### config.mk
export PLATFORM = sky130hd
export DESIGN_NAME = truth_table_sweeper_flat
export DESIGN_NICKNAME = d
export VERILOG_FILES = /design/src/rtl/truth_table_sweeper_if.sv /design/src/rtl/truth_table_sweeper.sv /design/src/flat_wrapper.sv
export SDC_FILE = /design/constraint.sdc
export NUM_CORES = 1
export LEC_CHECK = 0
export BUFFER_PORTS_ARGS = -buffer_cell sky130_fd_sc_hd__buf_2
export CAP_MARGIN = 20
export CORE_MARGIN = 3
export CORE_UTILIZATION = 52
export DETAILED_ROUTE_END_ITERATION = 8
export GPL_TIMING_DRIVEN = 0
export PLACE_DENSITY = 0.88
export SLEW_MARGIN = 25
export SYNTH_ARGS = -nofsm -noshare
export SYNTH_HDL_FRONTEND = slang
export SYNTH_SLANG_ARGS = --single-unit
### constraint.sdc
create_clock -name clk -period 1.9 [get_ports clk]
set_input_delay 0.095 -clock clk [delete_from_list [all_inputs] [get_ports clk]]
set_output_delay 0.095 -clock clk [all_outputs]
set_load 0.005 [all_outputs]
### src/rtl/truth_table_sweeper_if.sv
// Handshake/bus bundle between a sweep controller and the truth_table_sweeper.
// Latency: none, wiring only.
// Backpressure: none; start is level-sampled by the sweeper while idle.
interface truth_table_sweeper_if;
   logic       start_i;     // sweep request
   logic [7:0] expected_i;  // reference truth table
   logic       q_i;         // output of the function under test
   logic       a_o;         // vector index MSB
   logic       b_o;         // vector index middle bit
   logic       c_o;         // vector index LSB
   logic       busy_o;      // sweep in progress
   logic       done_o;      // one-cycle completion pulse
   logic [7:0] table_o;     // captured truth table
   logic [7:0] mismatch_o;  // table ^ expected
   logic       pass_o;      // mismatch == 0 after a sweep

   // Control source / function-under-test side
   modport master (
      output start_i, expected_i, q_i,
      input  a_o, b_o, c_o, busy_o, done_o, table_o, mismatch_o, pass_o
   );

   // Sweeper side
   modport slave (
      input  start_i, expected_i, q_i,
      output a_o, b_o, c_o, busy_o, done_o, table_o, mismatch_o, pass_o
   );
endinterface

### src/rtl/truth_table_sweeper.sv
// Walks {A,B,C} through 000..111, holds each SETTLE_CYCLES cycles, samples Q into an 8-bit table.
// Latency: start accepted at edge N -> busy from N; done pulses 8*SETTLE_CYCLES cycles later.
// Backpressure: start ignored while busy (no queuing). Optional compare via SWEEP_COMPARE_EN.
module truth_table_sweeper #(
   parameter int unsigned SETTLE_CYCLES = 2   // legal range 1..255
) (
   input  logic                 clk,
   input  logic                 rst,
   truth_table_sweeper_if.slave sw
);

   typedef enum logic {IDLE, SWEEP} state_t;

   localparam logic [7:0] LAST_CNT = 8'(SETTLE_CYCLES - 1);

   state_t     state_q, state_d;
   logic [2:0] idx_q, idx_d;
   logic [7:0] cnt_q, cnt_d;
   logic [7:0] table_q, table_d;
   logic       done_q, done_d;

`ifdef SWEEP_COMPARE_EN
   logic [7:0] exp_q, exp_d;
   logic [7:0] mismatch_q, mismatch_d;
   logic       pass_q, pass_d;
`else
   // Reference table is unused when the comparison is compiled out.
   logic       unused_expected;
   assign unused_expected = ^sw.expected_i;
`endif

   // Next-state logic: accept start in IDLE, step the settle counter and vector index in SWEEP
   always_comb begin
      state_d = state_q;
      idx_d   = idx_q;
      cnt_d   = cnt_q;
      table_d = table_q;
      done_d  = 1'b0;
`ifdef SWEEP_COMPARE_EN
      exp_d      = exp_q;
      mismatch_d = mismatch_q;
      pass_d     = pass_q;
`endif
      case (state_q)
         IDLE: begin
            if (sw.start_i) begin
               state_d = SWEEP;
               idx_d   = 3'd0;
               cnt_d   = 8'd0;
               table_d = 8'h00;
`ifdef SWEEP_COMPARE_EN
               exp_d      = sw.expected_i;
               mismatch_d = 8'h00;
               pass_d     = 1'b0;
`endif
            end
         end
         SWEEP: begin
            if (cnt_q == LAST_CNT) begin
               // Last edge of the hold window: capture Q for this vector
               cnt_d          = 8'd0;
               table_d[idx_q] = sw.q_i;
               if (idx_q == 3'd7) begin
                  state_d = IDLE;
                  idx_d   = 3'd0;
                  done_d  = 1'b1;
`ifdef SWEEP_COMPARE_EN
                  mismatch_d = table_d ^ exp_q;
                  pass_d     = (table_d == exp_q);
`endif
               end else begin
                  idx_d = idx_q + 3'd1;
               end
            end else begin
               cnt_d = cnt_q + 8'd1;
            end
         end
         default: state_d = IDLE;
      endcase
   end

   // State and datapath registers; reset discards any partial sweep
   always_ff @(posedge clk or posedge rst) begin
      if (rst) begin
         state_q <= IDLE;
         idx_q   <= 3'd0;
         cnt_q   <= 8'd0;
         table_q <= 8'h00;
         done_q  <= 1'b0;
      end else begin
         state_q <= state_d;
         idx_q   <= idx_d;
         cnt_q   <= cnt_d;
         table_q <= table_d;
         done_q  <= done_d;
      end
   end

`ifdef SWEEP_COMPARE_EN
   // Reference latch and comparison results
   always_ff @(posedge clk or posedge rst) begin
      if (rst) begin
         exp_q      <= 8'h00;
         mismatch_q <= 8'h00;
         pass_q     <= 1'b0;
      end else begin
         exp_q      <= exp_d;
         mismatch_q <= mismatch_d;
         pass_q     <= pass_d;
      end
   end

   assign sw.mismatch_o = mismatch_q;
   assign sw.pass_o     = pass_q;
`else
   assign sw.mismatch_o = 8'h00;
   assign sw.pass_o     = 1'b0;
`endif

   // idx_q is held at zero outside a sweep, so the vector outputs read 000 in IDLE
   assign sw.a_o     = idx_q[2];
   assign sw.b_o     = idx_q[1];
   assign sw.c_o     = idx_q[0];
   assign sw.busy_o  = (state_q == SWEEP);
   assign sw.done_o  = done_q;
   assign sw.table_o = table_q;

endmodule

### src/flat_wrapper.sv
// flat-port wrapper written by rule: the top's interface ports become plain ports
module truth_table_sweeper_flat 
#(
   parameter int unsigned SETTLE_CYCLES = 2                        
)
  (clk, rst, sw_start_i, sw_expected_i, sw_q_i, sw_a_o, sw_b_o, sw_c_o, sw_busy_o, sw_done_o, sw_table_o, sw_mismatch_o, sw_pass_o);
  truth_table_sweeper_if sw_i ();
  input  logic clk;
  input  logic rst;
  input wire logic [$bits(sw_i.start_i)-1:0] sw_start_i;
  input wire logic [$bits(sw_i.expected_i)-1:0] sw_expected_i;
  input wire logic [$bits(sw_i.q_i)-1:0] sw_q_i;
  output wire logic [$bits(sw_i.a_o)-1:0] sw_a_o;
  output wire logic [$bits(sw_i.b_o)-1:0] sw_b_o;
  output wire logic [$bits(sw_i.c_o)-1:0] sw_c_o;
  output wire logic [$bits(sw_i.busy_o)-1:0] sw_busy_o;
  output wire logic [$bits(sw_i.done_o)-1:0] sw_done_o;
  output wire logic [$bits(sw_i.table_o)-1:0] sw_table_o;
  output wire logic [$bits(sw_i.mismatch_o)-1:0] sw_mismatch_o;
  output wire logic [$bits(sw_i.pass_o)-1:0] sw_pass_o;
  assign sw_i.start_i = sw_start_i;
  assign sw_i.expected_i = sw_expected_i;
  assign sw_i.q_i = sw_q_i;
  assign sw_a_o = sw_i.a_o;
  assign sw_b_o = sw_i.b_o;
  assign sw_c_o = sw_i.c_o;
  assign sw_busy_o = sw_i.busy_o;
  assign sw_done_o = sw_i.done_o;
  assign sw_table_o = sw_i.table_o;
  assign sw_mismatch_o = sw_i.mismatch_o;
  assign sw_pass_o = sw_i.pass_o;
  truth_table_sweeper #(.SETTLE_CYCLES(SETTLE_CYCLES)) u_core (.clk(clk), .rst(rst), .sw(sw_i));
endmodule
Yosys cells after proc, flatten, opt, wreduce, memory -nomap -nowiden
Index checks and enable logic that the tools add are counted.
- register bits after elaboration: 21
- input bits: 12
- output and inout port bits: 22
- word-level logic and storage cells: 35
- $add $sub $neg: 2
- magnitude comparators: 2
- equal/unequal tests: 4
- mux-type cells: 19
- bitwise gates (word level): 1
- reduce and logical (&&, ||, !) cells: 2
- operators with widths (operator ; count):
    case mux 8 bit (2 select lines) ; 2
    two-way mux 8 bit ; 3
    two-way mux 3 bit ; 3
    adder 8 x 1 -> 8 bit (second input constant) ; 1
    bitwise mux 8 bit ; 1
    == test 8 x 1 -> 1 bit (second input constant) ; 1
    two-way mux 1 bit ; 7
    case mux 3 bit (2 select lines) ; 1
    less-than comparator 3 x 4 -> 1 bit (second input constant) ; 1
    != test 2 bit (second input constant) ; 2
    adder 3 x 1 -> 3 bit (second input constant) ; 1
    demux 1 bit (select 3 bit) ; 1
    == test 3 bit (second input constant) ; 1
    greater-or-equal comparator 3 x 1 -> 1 bit (second input constant) ; 1
    case mux 1 bit (2 select lines) ; 1
    AND reduction 2 bit ; 1
    logical AND 1 bit ; 1
    inverter 1 bit ; 1

Depth between registers and ports, before layout
Gate-level depths: netlist of the first run.
- depth after elaboration: 7
- depth in mapped cells: 6
- mapped depth without buffers: 5

Least setup slack after synthesis of the first run
OpenSTA, ideal clock, no wires.
- kind: reg-to-reg
- start point: register u_core.cnt_q[1]
- end point: register u_core.table_q[3], in the netlist u_core.sw.table_o[3]
- library setup time: 0.124 ns
- arrival: 1.389 ns
- data required time: 1.776 ns
- setup slack: 0.387 ns
- cell stages (with the launch flop): 7
- path buffers: 1
- period minus slack after synthesis: 1.513 ns
- path through: dfrtp_1 -> inv_1 -> ha_1 -> nor4bb_1 -> buf_2 -> a21boi_2 -> a211o_1
- word-level cells in the longest chain between the ends: 3
- ends and longest elaborated chain (what ; RTL line ; source):
    start, declared ; truth_table_sweeper.sv:18 ; logic [7:0] cnt_q, cnt_d;
    start signal, assigned ; truth_table_sweeper.sv:93 ; cnt_q <= cnt_d;
    == test 8 x 1 -> 1 bit ; truth_table_sweeper.sv:59 ; if (cnt_q == LAST_CNT) begin
    != test 2 bit (no source line) ; - ;
    AND reduction 2 bit (no source line) ; - ;
    end signal, assigned ; truth_table_sweeper.sv:94 ; table_q <= table_d;
    end, declared ; truth_table_sweeper.sv:19 ; logic [7:0] table_q, table_d;
Every way passes these cells.
A chain may end at the register's enable or synchronous reset.

Final worst setup path of the first run
- start point: register u_core.cnt_q[1]
- end point: register u_core.table_q[4], in the netlist u_core.sw.table_o[4]
The elaborated chain is that of the path after synthesis.

==> results of run 1 <==
final timing paths:
check / slack, ps / startpoint / endpoint / cells past startpoint
max reg2reg: 190 / u_core.cnt_q[1] / u_core.sw.table_o[4] / 6
max in group asynchronous: 960 / rst / u_core.sw.table_o[5] / 3
min in group asynchronous: 460 / rst / u_core.cnt_q[3] / 3
min reg2reg: 530 / u_core.sw.table_o[5] / u_core.sw.table_o[5] / 1
min: 180 / sw_start_i / u_core.sw.busy_o / 3
max: 190 / u_core.cnt_q[1] / u_core.sw.table_o[4] / 6
cell type report:
cell class,instances,area share [%]
Clock buffer,4,1.789
Sequential cell,21,35.78
Timing Repair Buffer,17,6.133
Multi-Input combinational cell,99,45.23
Inverter,7,1.789
Buffer,15,6.899
Tap cell,28,2.385
cells by family (layout without fill, tap and decap cells):
| group | Yosys count | after routing |
|---|---|---|
| DFF | 21 | 21 |
| and+or+nand+nor | 54 | 54 |
| adders and majority gates | 4 | 4 |
| AOI/OAI and AO/OA | 32 | 32 |
| buffers and inverters | 22 | 43 |
| other | 1 | 9 |
report_power, final:
part           switching [mW]  internal [mW]
Combinational           0.342          0.289
Clock                   0.136         0.0821
Sequential              0.165          0.555
Total                   0.643          0.925
critical path: stages, from the launching register on:
cell      delay [ps]
dfrtp_1          430
inv_1             70
ha_1             210
nor4bb_1         200
buf_2            220
a21boi_2         130
a211o_1          340
registers in the layout, summed over array words and instances (netlist names):
register           count
u_core.cnt_q           8
u_core.sw.table_o      8
u_core.idx_q           3
u_core.sw.busy_o       1
u_core.sw.done_o       1
stage by stage:
stage / utilization [%] / cells / setup WS, ps / instance area (µm²)
after global routing: 64.54 / 191 / 59.51 / 1469
after CTS: 64.54 / 191 / 213.2 / 1469
after floorplan: - / 142 / 387.1 / 1318
final: 64.54 / 191 / 194.6 / 1469
after global placement: 62.95 / 186 / 269.7 / 1433
after detailed placement: 62.95 / 186 / 226.9 / 1433
layout by cell type, fill, tap and decap left out, types with 2 or more instances in the layout:
cell | synthesis | routed
nand2_1 | 13 | 13
a21oi_1 | 3 | 3
nor2_1 | 7 | 7
clkbuf_1 | 2 | 3
buf_4 | 9 | 9
nand2b_1 | 2 | 2
a211o_1 | 8 | 8
o211ai_1 | 4 | 4
clkbuf_4 | 0 | 3
o21ai_0 | 4 | 4
nand3_1 | 7 | 7
nor2b_1 | 4 | 4
or3_1 | 2 | 2
buf_2 | 3 | 19
ha_1 | 4 | 4
nand3b_1 | 2 | 2
nand4_1 | 4 | 4
dfrtp_1 | 21 | 21
and4_1 | 3 | 3
a22o_1 | 3 | 3
o211a_1 | 2 | 2
inv_1 | 7 | 7
conb_1 | 1 | 9
cells in the mapped netlist, drive strengths merged, types with 3 or more instances:
cell type / n
a21oi: 3
nor2b: 4
buf: 13
ha: 4
nand4: 4
a211o: 8
o21ai: 5
nor2: 7
inv: 7
dfrtp: 21
o211ai: 4
a22o: 3
nand3: 7
nand2: 13
and4: 3
routing by layer:
metal / vias to the layer above / share of wire [%] / wire [µm]
li1: 534 / - / -
met1: 519 / 43 / 1200
met2: 46 / 48 / 1322
met3: 10 / 5.9 / 162
met4: 0 / 2.8 / 76
met5: - / 0 / 0
timing repair:
action / CTS / global route
hold buffers: 1 / 0
hold endpoints to repair: 21 / 0
setup endpoints to repair: 0 / 0
==> key figures, run 1 <==
GRT
  – Total routing usage reported by global routing: 19.02%
  – First-pass GRT wire length: 4.726 mm
  – Busiest grt layer: met2
  – Met2 GRT Util: 30.74%
  – Global-route congestion overflow total: 0
  – Met1 track demand over resource: 25.07%
  – Maximum number of pins on one net before global-route repair: 22
  – Met3 track utilization from global routing: under 10%
  – Vias in the first global route: 1073
  – Antenna violations before repair: 0

Power
  – Total power consumption of the routed design: 1.568 mW
  – Pwr dens: between 1000 and 1500 nW/µm²
  – Leakage power of the design: between 0.6 and 0.7 nW
  – Worst voltage drop across the vdd grid: 0.6711 mV

Synth
  – Number of standard cells after synthesis: 134
  – Post-synthesis register bit count: 21
  – Average footprint of a synthesized cell: 9.608 µm²
  – Simple-gate share of the synthesized area: 25.85%
  – Main combinational cell family by area after synthesis: simple AND/OR/NAND/NOR gates
  – Adder-cell share of the synthesized area: between 3 and 4%
  – Most frequently used flop master after synthesis: dfrtp_1
  – Netlist cell types: 41
  – Largest cells by area after synthesis: dfrtp_1 41%, a211o_1 5.4%, buf_4 5.2%, ha_1 3.9%, nand2_1 3.8%
  – Share of synthesized registers carrying an async set or reset: 100.0%
  – Sequential share of the synthesized area: 40.82%
  – Number of enable flip-flop cells after synthesis: 0
  – Top-area cell type share of the netlist area: between 40% and 50%
  – Area leader, netlist: dfrtp_1
  – Post-synthesis compound-gate area fraction: 19.24%
  – Mux share of post-synthesis cell area: 0%
  – Cell area after technology mapping: 1287 µm²
  – Total of warnings raised by yosys: 0
  – Share of the synthesized netlist area taken by xor and xnor gates: 0%

Floorplanning
  – Die Ht: 55.76 µm
  – Die area: 3109 µm²
  – Number of placement rows: 17
  – Die X: roughly 56 µm
  – Core Box Area: roughly 2300 µm²
  – Effective utilization at floorplan: 56.57%
  – Total I/O pin count: 34

Outcome
  – Run status: finished clean

Clock tree
  – Level count of the clock H-tree: 1
  – Post_cts resized: 0
  – TritonCTS clock tree: yes
  – Clock Pin Slew Worst Setup and Hold Paths: 110 ps
  – Buffers inserted during post-CTS setup optimization: 0
  – CTS Buffer Depth: 2
  – Clk_lat worst skew: 310 ps
  – Buffer type at the clock tree root: clkbuf_4
  – Number of clock sinks seen by CTS: 21
  – Inserted Clock Buffers: 3

Route
  – Antenna-violating nets left: 0
  – Routed vias: 1109
  – Pre-Repair DR Iteration Count: 5
  – Wirelength per Cell: 14.46 µm
  – DRC violation count after routing: 0
  – Routed via count divided by cell count: 5.806
  – Iteration-0 DRC count of the detailed router: 43
  – Total routed wirelength: between 2 and 3 mm

Critical path
  – Largest fanout of any net on the critical path: 8
  – Worst Path Required: 2100 ps
  – Critical path data arrival time: 1910 ps
  – Element type at the critical path start: flop
  – Kind of end point of the critical path: flop
  – Crit Path Category: reg2reg

Layout
  – Area of the multi-input gates: around 660 µm²
  – Seq. cell area: 525.5 µm²
  – Antenna diode count: 0
  – Share of final-layout standard cells stronger than drive strength 1: 23.31%
  – Number of filler cells placed in the layout: 190
  – Layout overhead on the synthesized area: 14.09%
  – Count of nets after finishing: 180

STA
  – Max transition margin: 48.26%
  – Setup Viol. Count Final: 0
  – Hold slack: 183.5 ps
  – Worst-margin pin slew: between 700 and 800 ps
  – Hold violation count in the final report: 0
  – Final setup TNS: 0 ps
  – Setup repair after global routing missed its margin: false
  – Number of pins exceeding their max-slew limit in the final report: 0
  – Final min period: 1705 ps
  – Peak Freq: just under 600 MHz
  – Maximum clock skew at final layout: 3.275 ps
  – Tcrit/Tclk final: 89.76%

Hold path
  – Kind of path behind the tightest hold check: in2reg

Placement
  – Detailed placer's ending HPWL: between 2 and 2.5 mm
  – Gp weighted congestion: ~0.84
  – Buffers added on ports: 16

Flow run
  – Maximum capacitance violations: 0
No activity file was read; power rests on OpenSTA's default activity.
==> run 2, diff against run 1 <==
--- a/config.mk
+++ b/config.mk
@@ -11,6 +11,7 @@
 export CORE_UTILIZATION = 52
 export DETAILED_ROUTE_END_ITERATION = 8
 export GPL_TIMING_DRIVEN = 0
+export MAX_ROUTING_LAYER = met4
 export PLACE_DENSITY = 0.88
 export SLEW_MARGIN = 25
 export SYNTH_ARGS = -nofsm -noshare
==> run 2 against run 1 <==
Via count fell by 1.1%. Critical path depth unchanged. Critical endpoint is now u_core.sw.table_o[6]. Sequential share of layout area did not move. Clock-buffer cell count stayed put.
==> key figures, run 2 (same netlist as run 1, synthesis figures left out) <==
Clock tree
  – Level count of the clock H-tree: 1 (unchanged)
  – Inserted Clock Buffers: 3 (unchanged)
  – Buffer type at the clock tree root: clkbuf_4
  – Post_cts resized: 0 (unchanged)
  – Number of clock sinks seen by CTS: 21 (unchanged)
  – Clock Pin Slew Worst Setup and Hold Paths: 110 ps (about the same)
  – Buffers inserted during post-CTS setup optimization: 0 (unchanged)
  – Hold-fix buffers at CTS: 1 (unchanged)
  – Clk_lat worst skew: 320 ps (about the same)
  – CTS Buffer Depth: 2 (unchanged)
  – TritonCTS clock tree: yes

STA
  – Maximum clock skew at final layout: 2.329 ps (-0.9453 ps)
  – Hold violation count in the final report: 0 (unchanged)
  – Peak Freq: 590.1 MHz (+0.64%)
  – Worst-margin pin slew: 777.2 ps (+1.892 ps)
  – Setup repair after global routing missed its margin: false
  – Final setup TNS: 0 ps (unchanged)
  – Setup slack of the critical path after layout: 205.4 ps (+10.80 ps)
  – Setup Viol. Count Final: 0 (unchanged)
  – Tcrit/Tclk final: 89.19% (-0.57 points)
  – Final min period: 1695 ps (-10.80 ps)
  – Number of pins exceeding their max-slew limit in the final report: 0 (unchanged)
  – Max transition margin: 48.13% (-0.13 points)

Critical path
  – Element type at the critical path start: flop
  – Cell count of the worst reg-to-reg path: 6 (unchanged)
  – Launching element of the worst setup path: u_core.cnt_q[1]
  – Slack of the worst reg-to-reg path: 210 ps (about the same)
  – Worst flop-to-flop path startpoint: u_core.cnt_q[1]
  – CP top delay family: compound AO/OA/AOI/OAI gates
  – Critical path data arrival time: 1910 ps (about the same)
  – Last element of the critical path: u_core.sw.table_o[6]
  – Worst r2r dst: u_core.sw.table_o[6]
  – Max stage delay cell, worst path: dfrtp_1
  – Number of buffers and inverters on the critical path: 2 (unchanged)
  – Crit Path Category: reg2reg
  – Largest fanout of any net on the critical path: 8 (unchanged)
  – Kind of end point of the critical path: flop
  – Worst stage delay on the critical path: 430 ps (about the same)
  – Instance count on the critical path: 6 (unchanged)
  – Worst Path Required: 2110 ps (about the same)
  – Sequence of cells on the critical path: inv_1 -> ha_1 -> nor4bb_1 -> buf_2 -> a21boi_2 -> a211o_1

Power
  – Comb pwr share: 40.0% (-0.2 points)
  – Worst voltage drop across the vdd grid: 0.6707 mV (about the same)
  – Pwr dens: 1072 nW/µm² (+0.37%)
  – NetSw: 0.6489 mW (+0.88%)
  – Register share of total power: 45.7% (-0.2 points)
  – P_int: 0.9254 mW (about the same)
  – Power share of the clock group: 14.3% (+0.4 points)
  – Fraction of power spent switching nets: 41.22% (+0.21 points)
  – Leakage power of the design: 0.6846 nW (unchanged)

Route
  – Antenna-violating nets left: 0 (unchanged)
  – DRC violation count after routing: 0 (unchanged)
  – Routed via count divided by cell count: 5.743 (-1.1%)
  – Iteration-0 DRC count of the detailed router: 30 (-30%)
  – Wirelength per Cell: 14.54 µm (+0.62%)
  – Routed vias: 1097 (-1.1%)
  – Total routed wirelength: 2.778 mm (+0.62%)
  – Pre-Repair DR Iteration Count: 4 (-1)

Layout
  – Layout overhead on the synthesized area: 14.09% (unchanged)
  – Antenna diode count: 0 (unchanged)
  – Share of final-layout standard cells stronger than drive strength 1: 23.31% (unchanged)
  – Count of placed standard cells in the final layout, fillers left out: 191 (unchanged)
  – Leading cell type in the layout, fill and taps excluded: dfrtp_1
  – Most used cells in the layout excluding fill and tap cells: 21 x dfrtp_1, 19 x buf_2, 13 x nand2_1
  – Count of nets after finishing: 180 (unchanged)

Floorplanning
  – Total I/O pin count: 34 (unchanged)
  – Number of placement rows: 17 (unchanged)
  – Die X: 55.76 µm (unchanged)
  – Die Ht: 55.76 µm (unchanged)
  – Die area: 3109 µm² (unchanged)
  – Effective utilization at floorplan: 56.57% (unchanged)
  – Core Box Area: 2276 µm² (unchanged)

GRT
  – Vias in the first global route: 1075 (+0.19%)
  – Global-route congestion overflow total: 0 (unchanged)
  – Total routing usage reported by global routing: 19.56% (+0.54 points)
  – Antenna violations before repair: 0 (unchanged)
  – Maximum number of pins on one net before global-route repair: 22 (unchanged)
  – First-pass GRT wire length: 4.733 mm (+0.15%)

Hold path
  – Hold Path Cell Cnt: 3 (unchanged)
  – Kind of path behind the tightest hold check: in2reg

Placement
  – Gp weighted congestion: 0.8484 (+1.5%)
  – Buffers added on ports: 16 (unchanged)
  – Number of placed instances, taps included: 186 (unchanged)
  – Detailed placer's ending HPWL: 2.021 mm (unchanged)
  – Setup Slack @ Placement: 226.9 ps (unchanged)

Flow run
  – Maximum capacitance violations: 0 (unchanged)

Outcome
  – Run status: finished clean
==> run 2: worst register-to-register path, stage by stage (launching register included) <==
cell and delay, ps:
dfrtp_1 430, inv_1 70, ha_1 200, nor4bb_1 200, buf_2 220, a21boi_2 140
a211o_1 340
==> run 2: per-stage QoR <==
step                cell area [µm²]  total power [mW]  hold slack [ps]  util (%)
detailed placement             1433             1.333            271.8     62.95
finish                         1469             1.574            179.5     64.54
floorplan                      1318             1.174            71.53         -
global route                   1469             1.679            236.3     64.54
global placement               1433             1.287            264.2     62.95
CTS                            1469             1.556            187.6     64.54
==> run 2: how the worst min path moves through the flow <==
stage / endpoint / startpoint
CTS: u_core.sw.busy_o / sw_start_i
floorplan: u_core.cnt_q[0] / rst
detailed placement: u_core.sw.busy_o / rst
global route: u_core.cnt_q[4] / sw_start_i
global placement: u_core.cnt_q[3] / rst
finish: u_core.sw.busy_o / sw_start_i
==> run 2: metal layers <==
metal	up-vias	global-route usage, %	wire length, µm
met5	-	-	0
met4	0	9.028	75
met3	10	2.552	143
met2	39	30.74	1312
met1	515	25.07	1246
li1	533	-	-
==> run 2: layout make-up <==
type	count	area, µm²
Fill cell	190	807.0
Multi-Input combinational cell	99	664.4
Sequential cell	21	525.5
Buffer	15	101.3
Timing Repair Buffer	17	90.09
Tap cell	28	35.03
Clock buffer	4	26.28
Inverter	7	26.28
==> run 2: power groups by stage <==
| stage | Combinational (mW) | Sequential (mW) | Clock, mW |
|---|---|---|---|
| after floorplan | 0.489 | 0.686 | 0 |
| after global placement | 0.583 | 0.705 | 0 |
| after detailed placement | 0.617 | 0.716 | 0 |
| after CTS | 0.624 | 0.710 | 0.222 |
| after global routing | 0.698 | 0.738 | 0.244 |
| final | 0.630 | 0.720 | 0.225 |
